--- config.mk ---
export PLATFORM = sky130hd
export DESIGN_NAME = fpu_req_arbiter_flat
export DESIGN_NICKNAME = d
export VERILOG_FILES = /design/src/rtl/fpu_req_arbiter_pkg.sv /design/src/rtl/fpu_req_arbiter_if.sv /design/src/rtl/fpu_req_arbiter_rr_grant.sv /design/src/rtl/fpu_req_arbiter.sv /design/src/flat_wrapper.sv
export SDC_FILE = /design/constraint.sdc
export NUM_CORES = 1
export LEC_CHECK = 0
export CAP_MARGIN = 20
export CORE_MARGIN = 5
export CORE_UTILIZATION = 40
export CTS_CLUSTER_DIAMETER = 200
export DETAILED_ROUTE_END_ITERATION = 8
export PLACE_DENSITY = 0.85
export SYNTH_ARGS = -nofsm -noshare
export SYNTH_HDL_FRONTEND = slang
export SYNTH_SLANG_ARGS = --single-unit
--- constraint.sdc ---
create_clock -name clk -period 3.3 [get_ports clk]
set_input_delay 0.66 -clock clk [delete_from_list [all_inputs] [get_ports clk]]
set_output_delay 0.66 -clock clk [all_outputs]
set_load 0.01 [all_outputs]
--- src/rtl/fpu_req_arbiter_pkg.sv ---
// Shared types for the FP32 adder/subtracter request arbiter.
// Holds the FSM encoding and the operand bundle driven onto the datapath.
package fpu_arb_pkg;

    localparam int FP_W = 32;

    typedef enum logic [1:0] {
        IDLE = 2'd0,
        EXEC = 2'd1,
        RESP = 2'd2
    } arb_state_t;

    typedef struct packed {
        logic [FP_W-1:0] a;
        logic [FP_W-1:0] b;
        logic            sub;
    } fpu_op_t;

endpackage

--- src/rtl/fpu_req_arbiter_if.sv ---
// Bus between client engines, the arbiter and the shared FP32 datapath.
// Both channels use valid/ready: a transfer happens on any clock edge where valid and ready are both 1; valid never waits on ready.
interface fpu_req_arbiter_if #(
    parameter int NREQ = 2
);
    import fpu_arb_pkg::*;

    logic [NREQ-1:0]      req_valid;
    logic [NREQ-1:0]      req_ready;
    logic [NREQ*FP_W-1:0] req_a;
    logic [NREQ*FP_W-1:0] req_b;
    logic [NREQ-1:0]      req_sub;
    logic [NREQ-1:0]      rsp_valid;
    logic [NREQ-1:0]      rsp_ready;
    logic [FP_W-1:0]      rsp_data;
    logic                 rsp_zflag;
    logic [FP_W-1:0]      fpu_a;
    logic [FP_W-1:0]      fpu_b;
    logic                 fpu_sub;
    logic [FP_W-1:0]      fpu_out;
    logic                 fpu_zflag;

    modport master (
        output req_valid, req_a, req_b, req_sub, rsp_ready, fpu_out, fpu_zflag,
        input  req_ready, rsp_valid, rsp_data, rsp_zflag, fpu_a, fpu_b, fpu_sub
    );

    modport slave (
        input  req_valid, req_a, req_b, req_sub, rsp_ready, fpu_out, fpu_zflag,
        output req_ready, rsp_valid, rsp_data, rsp_zflag, fpu_a, fpu_b, fpu_sub
    );

endinterface

--- src/rtl/fpu_req_arbiter_rr_grant.sv ---
// Combinational round-robin select: first asserted request at or above i_ptr, wrapping modulo NREQ.
// Reusable by any shared-resource arbiter that keeps its own pointer register.
module rr_grant #(
    parameter int NREQ = 2,
    parameter int IDW  = $clog2(NREQ)
) (
    input  logic [NREQ-1:0] i_req,
    input  logic [IDW-1:0]  i_ptr,
    output logic [IDW-1:0]  o_gnt_idx,
    output logic            o_gnt_any
);

    logic [IDW:0] w_sum;

    // Walk offsets from farthest to nearest so the nearest hit is written last and wins.
    always_comb begin
        o_gnt_idx = '0;
        o_gnt_any = 1'b0;
        w_sum     = '0;
        for (int k = NREQ - 1; k >= 0; k--) begin
            w_sum = {1'b0, i_ptr} + (IDW+1)'(k);
            if (w_sum >= (IDW+1)'(NREQ)) begin
                w_sum = w_sum - (IDW+1)'(NREQ);
            end
            if (i_req[w_sum[IDW-1:0]]) begin
                o_gnt_idx = w_sum[IDW-1:0];
                o_gnt_any = 1'b1;
            end
        end
    end

endmodule

--- src/rtl/fpu_req_arbiter.sv ---
// Round-robin arbiter sharing one combinational FP32 add/sub datapath among NREQ clients.
// One operation in flight: grant in IDLE, hold operands FPU_LAT cycles in EXEC, return the result in RESP.
module fpu_req_arbiter
    import fpu_arb_pkg::*;
#(
    parameter int NREQ    = 2,
    parameter int FPU_LAT = 1,
    parameter int IDW     = $clog2(NREQ)
) (
    input  logic                 clk,
    input  logic                 rst,
    fpu_req_arbiter_if.slave     bus,
    output arb_state_t           o_state,
    output logic [IDW-1:0]       o_owner
);

    localparam int CNT_W = 4;
    localparam logic [CNT_W-1:0] LAT_INIT = CNT_W'(FPU_LAT - 1);

    arb_state_t        r_state;
    logic [IDW-1:0]    r_ptr;
    logic [IDW-1:0]    r_owner;
    logic [CNT_W-1:0]  r_lat_cnt;
    fpu_op_t           r_op;
    logic [FP_W-1:0]   r_rsp_data;
    logic              r_rsp_zflag;

    arb_state_t        w_state_nxt;
    logic [IDW-1:0]    w_ptr_nxt;
    logic [IDW-1:0]    w_owner_nxt;
    logic [CNT_W-1:0]  w_lat_cnt_nxt;
    fpu_op_t           w_op_nxt;
    logic [FP_W-1:0]   w_rsp_data_nxt;
    logic              w_rsp_zflag_nxt;
    logic [NREQ-1:0]   w_req_ready;
    logic [NREQ-1:0]   w_rsp_valid;

    logic [IDW-1:0]    w_gnt_idx;
    logic              w_gnt_any;
    fpu_op_t           w_req_op;

    rr_grant #(
        .NREQ (NREQ),
        .IDW  (IDW)
    ) u_rr_grant (
        .i_req     (bus.req_valid),
        .i_ptr     (r_ptr),
        .o_gnt_idx (w_gnt_idx),
        .o_gnt_any (w_gnt_any)
    );

    always_comb begin
        w_req_op.a   = bus.req_a[int'(w_gnt_idx)*FP_W +: FP_W];
        w_req_op.b   = bus.req_b[int'(w_gnt_idx)*FP_W +: FP_W];
        w_req_op.sub = bus.req_sub[w_gnt_idx];
    end

    always_comb begin
        w_state_nxt     = r_state;
        w_ptr_nxt       = r_ptr;
        w_owner_nxt     = r_owner;
        w_lat_cnt_nxt   = r_lat_cnt;
        w_op_nxt        = r_op;
        w_rsp_data_nxt  = r_rsp_data;
        w_rsp_zflag_nxt = r_rsp_zflag;
        w_req_ready     = '0;
        w_rsp_valid     = '0;

        case (r_state)
            IDLE: begin
                // A grant is always accepted, so grant and handshake coincide.
                if (w_gnt_any) begin
                    w_req_ready[w_gnt_idx] = 1'b1;
                    w_op_nxt               = w_req_op;
                    w_owner_nxt            = w_gnt_idx;
                    w_ptr_nxt              = (w_gnt_idx == IDW'(NREQ - 1)) ? '0 : w_gnt_idx + 1'b1;
                    w_lat_cnt_nxt          = LAT_INIT;
                    w_state_nxt            = EXEC;
                end
            end
            EXEC: begin
                if (r_lat_cnt != '0) begin
                    w_lat_cnt_nxt = r_lat_cnt - 1'b1;
                end else begin
                    w_rsp_data_nxt  = bus.fpu_out;
                    w_rsp_zflag_nxt = bus.fpu_zflag;
                    w_state_nxt     = RESP;
                end
            end
            RESP: begin
                w_rsp_valid[r_owner] = 1'b1;
                if (bus.rsp_ready[r_owner]) begin
                    w_state_nxt = IDLE;
                end
            end
            default: begin
                w_state_nxt = IDLE;
            end
        endcase
    end

    always_ff @(posedge clk) begin
        if (rst) begin
            r_state     <= IDLE;
            r_ptr       <= '0;
            r_owner     <= '0;
            r_lat_cnt   <= '0;
            r_op        <= '0;
            r_rsp_data  <= '0;
            r_rsp_zflag <= 1'b0;
        end else begin
            r_state     <= w_state_nxt;
            r_ptr       <= w_ptr_nxt;
            r_owner     <= w_owner_nxt;
            r_lat_cnt   <= w_lat_cnt_nxt;
            r_op        <= w_op_nxt;
            r_rsp_data  <= w_rsp_data_nxt;
            r_rsp_zflag <= w_rsp_zflag_nxt;
        end
    end

    // Handshake strobes are masked during reset so no transfer can slip through an aborting cycle.
    assign bus.req_ready = rst ? '0 : w_req_ready;
    assign bus.rsp_valid = rst ? '0 : w_rsp_valid;
    assign bus.rsp_data  = r_rsp_data;
    assign bus.rsp_zflag = r_rsp_zflag;
    assign bus.fpu_a     = r_op.a;
    assign bus.fpu_b     = r_op.b;
    assign bus.fpu_sub   = r_op.sub;

    assign o_state = r_state;
    assign o_owner = r_owner;

endmodule

--- src/flat_wrapper.sv ---
// flat-port wrapper written by rule: the top's interface ports become plain ports
module fpu_req_arbiter_flat import fpu_arb_pkg::*;
#(
    parameter int NREQ    = 2,
    parameter int FPU_LAT = 1,
    parameter int IDW     = $clog2(NREQ)
)
  (clk, rst, o_state, o_owner, bus_req_valid, bus_req_a, bus_req_b, bus_req_sub, bus_rsp_ready, bus_fpu_out, bus_fpu_zflag, bus_req_ready, bus_rsp_valid, bus_rsp_data, bus_rsp_zflag, bus_fpu_a, bus_fpu_b, bus_fpu_sub);
  fpu_req_arbiter_if #(.NREQ(NREQ)) bus_i ();
  input  logic clk;
  input  logic rst;
  output arb_state_t o_state;
  output logic [IDW-1:0] o_owner;
  input wire logic [$bits(bus_i.req_valid)-1:0] bus_req_valid;
  input wire logic [$bits(bus_i.req_a)-1:0] bus_req_a;
  input wire logic [$bits(bus_i.req_b)-1:0] bus_req_b;
  input wire logic [$bits(bus_i.req_sub)-1:0] bus_req_sub;
  input wire logic [$bits(bus_i.rsp_ready)-1:0] bus_rsp_ready;
  input wire logic [$bits(bus_i.fpu_out)-1:0] bus_fpu_out;
  input wire logic [$bits(bus_i.fpu_zflag)-1:0] bus_fpu_zflag;
  output wire logic [$bits(bus_i.req_ready)-1:0] bus_req_ready;
  output wire logic [$bits(bus_i.rsp_valid)-1:0] bus_rsp_valid;
  output wire logic [$bits(bus_i.rsp_data)-1:0] bus_rsp_data;
  output wire logic [$bits(bus_i.rsp_zflag)-1:0] bus_rsp_zflag;
  output wire logic [$bits(bus_i.fpu_a)-1:0] bus_fpu_a;
  output wire logic [$bits(bus_i.fpu_b)-1:0] bus_fpu_b;
  output wire logic [$bits(bus_i.fpu_sub)-1:0] bus_fpu_sub;
  assign bus_i.req_valid = bus_req_valid;
  assign bus_i.req_a = bus_req_a;
  assign bus_i.req_b = bus_req_b;
  assign bus_i.req_sub = bus_req_sub;
  assign bus_i.rsp_ready = bus_rsp_ready;
  assign bus_i.fpu_out = bus_fpu_out;
  assign bus_i.fpu_zflag = bus_fpu_zflag;
  assign bus_req_ready = bus_i.req_ready;
  assign bus_rsp_valid = bus_i.rsp_valid;
  assign bus_rsp_data = bus_i.rsp_data;
  assign bus_rsp_zflag = bus_i.rsp_zflag;
  assign bus_fpu_a = bus_i.fpu_a;
  assign bus_fpu_b = bus_i.fpu_b;
  assign bus_fpu_sub = bus_i.fpu_sub;
  fpu_req_arbiter #(.NREQ(NREQ), .FPU_LAT(FPU_LAT), .IDW(IDW)) u_core (.clk(clk), .rst(rst), .bus(bus_i), .o_state(o_state), .o_owner(o_owner));
endmodule
==> results.toml <==
[synthesis]
yosysUniqueCellTypes = 39
syn_avg_cell_area_um2 = 8.48
postSynthRegisterBits = 106
async_flop_share_pct = 0
yosysSeqAreaShare_pct = 47.0
synth_area_um2 = 4510
synth_commonest_cells = "106 x dfxtp_1, 61 x nand3_1, 59 x o21ai_0"
synth_largest_area_cell = "dfxtp_1"
post-synth-top-count-cell = "dfxtp_1"
ys_warn_count = 0
synthTopCellsByArea = "dfxtp_1 47%, a221o_1 8.2%, nand3_1 6.8%"
synth_top_area_share_pct = 47.0
synth_edf_count = 0
ys.flop_type = "dfxtp_1"
syn_nets = 702
syn_inst = 532

[placed_design]
dp_cells = 902
gp_congestion = 0.865
port_buffers = 273
place_area_um2 = 7320
dp.final_hpwl_um = 12400

[detailed_routing]
dr.pass1.iters = 5
drc = 0
vias = 5188
wl_um = 17000
detail_route.wl_per_cell_um = 18.5
antenna_left = 0
drt_iter0_markers = 586
viasPerCell = 5.65

[floorplan]
coreArea_um2 = 10900
die_w_um = 116
io_pins = 274
die_h_um = 116
start_util_pct = 41.3
dieArea_um2 = 13500
num_rows = 38

[hold_path]
worstHoldPathType = "reg -> reg"
hold_path_depth = 2

[cts]
cts_resized = 0
cts.path.max_buffers = 2
cts.hold.buffers_added = 0
clk_latency_ns = 0.34
cts_made_buffers = 9
cts_setup_buffers = 0
root_buffer = "clkbuf_16"
cts.htree.levels = 3
numClockSinks = 106
clkTransAtPathRegs_ns = 0.07
cts_tree = "done"

[critical_path]
start_kind = "input port"
cp_data_arrival_time_ns = 2.26
crit_chain = "clkdlybuf4s50_1 > a21bo_2 > nor2_1 > clkdlybuf4s50_1"
crit_path_end_kind = "output pin"
worstPathRequired_ns = 2.64
reg2reg_depth = 5
critPathSlowestCell = "clkdlybuf4s50_1"
cp_common_cell = "clkdlybuf4s50_1"
critPathMaxFanout = 6
slowest_delay_ns = 0.64
worst-setup-path-type = "in -> out"

[cells_and_area]
antenna-diode-count = 0
multiInputGateArea_um2 = 2020
fin_area_um2 = 7610
fillers = 852
final_nets = 943
fin_util_pct = 69.6
area_growth_pct = 68.6
regArea_um2 = 2120
finalNonFillerCells = 918
drive_above_1_share_pct = 5.66

[pwr]
vdd.ir_drop.worst_uv = 274
p_per_area_nw_per_um2 = 456
report.power.total_w = 0.00347
power.leakage_nw = 2.83

[global_route]
grt_max_degree = 57
grt_pass1_vias = 5215
grt_first_pass_wirelength_um = 26000
antenna_found_initial = 0
grt_usage_pct = 24.2
grt-ovfl-total = 0

[timing]
setup_violations = 0
fmax_ghz = 0.342
min_period_ns = 2.92
fin_crit_sh_pct = 88.6
grt_setup_unrepaired = "false"
max_slew_margin_pct = 50.8
worst_slew_pin_slew_ns = 0.738
final_hold_viol_count = 0
finalMaxSlewViolations = 0
fin_worst_skew_ns = 0.00876
setup_tns_ns = 0

[run_status]
status = "finished, final reports clean"

[job]
cap_violations = 0
-- path summary, 6_finish.rpt --
| kind | start | slack, ns | to |
|---|---|---|---|
| worst min register to register | u_core.bus.rsp_data[29] | 0.48 | u_core.bus.rsp_data[29] |
| worst min-delay path | u_core.bus.rsp_data[29] | 0.48 | u_core.bus.rsp_data[29] |
| worst max-delay path | bus_req_valid[0] | 0.38 | bus_req_ready[0] |
| worst max register to register | u_core.r_lat_cnt[0] | 1.43 | u_core.bus.rsp_data[26] |
-- cells by family after synthesis --
family          count (synthesis)  share of synthesized area (%)
simple gates                  133                           15.9
buf+inv                        99                           8.90
mux                             1                          0.222
compound gates                192                           27.7
flops                         106                           47.0
fa+ha+maj                       1                          0.277
-- layout make-up --
class / count / share of cell area, %
multi-input combinational: 327 / 26.5
clock inverter: 6 / 0.641
timing repair buffer: 288 / 37.5
tap: 140 / 2.30
inverter: 41 / 2.02
sequential: 106 / 27.9
clock buffer: 10 / 3.14
-- worst max-delay path, delay by kind of cell --
kind / cells / cell delay, ns
AOI/OAI and AO/OA: 1 / 0.25
buffers and inverters: 2 / 1.19
and+or+nand+nor: 1 / 0.16
-- sequential cells by signal, summed over array words and instances (netlist names) --
name	count
u_core.bus.fpu_a	32
u_core.bus.fpu_b	32
u_core.bus.rsp_data	32
u_core.r_lat_cnt	4
u_core.o_state	2
u_core.bus.fpu_sub	1
u_core.bus.rsp_zflag	1
u_core.o_owner	1
u_core.r_ptr	1
-- metrics by stage --
stage | worst slack, ns | hold slack (ns)
after floorplan | 1.09 | 0.463
after global placement | 0.407 | 0.462
after detailed placement | 0.406 | 0.471
after CTS | 0.394 | 0.480
after global routing | 0.326 | 0.506
final | 0.376 | 0.482
-- cells in the final DEF (no fill, tap or decap), drive strengths merged --
cell,synthesis,routed
nor3b,1,1
clkinv,0,1
clkbuf,38,10
a21bo,1,1
nand3b,1,1
a31oi,10,10
nor2,4,4
or3b,1,1
mux2i,1,1
inv,41,44
nor3,38,38
nor2b,2,2
nand2,3,3
clkdlybuf4s50,0,272
or4,2,2
nand3,61,61
nand2b,2,2
a21oi,57,57
nand4,10,10
a311oi,18,18
dfxtp,106,106
a21boi,1,1
nor4bb,1,1
or3,3,3
clkinvlp,0,2
a221o,37,37
o21ai,63,63
o221ai,1,1
buf,20,16
nor4,1,1
nor4b,1,1
ha,1,1
a21o,3,3
or2,2,2
a31o,1,1
-- where the power goes --
| part | internal (W) | leakage, nW | switching (W) |
|---|---|---|---|
| logic | 0.000531 | 1.82 | 0.000412 |
| registers | 0.00141 | 0.872 | 0.0000817 |
| clock network | 0.000542 | 0.137 | 0.000495 |
-- layer usage --
metal  wire length (µm)  GRT usage, %
met1               6440          27.5
met2               8430          42.1
met3               1440          5.65
met4                681          12.6
met5                  0             0
Power figures use the tool's default switching activity.
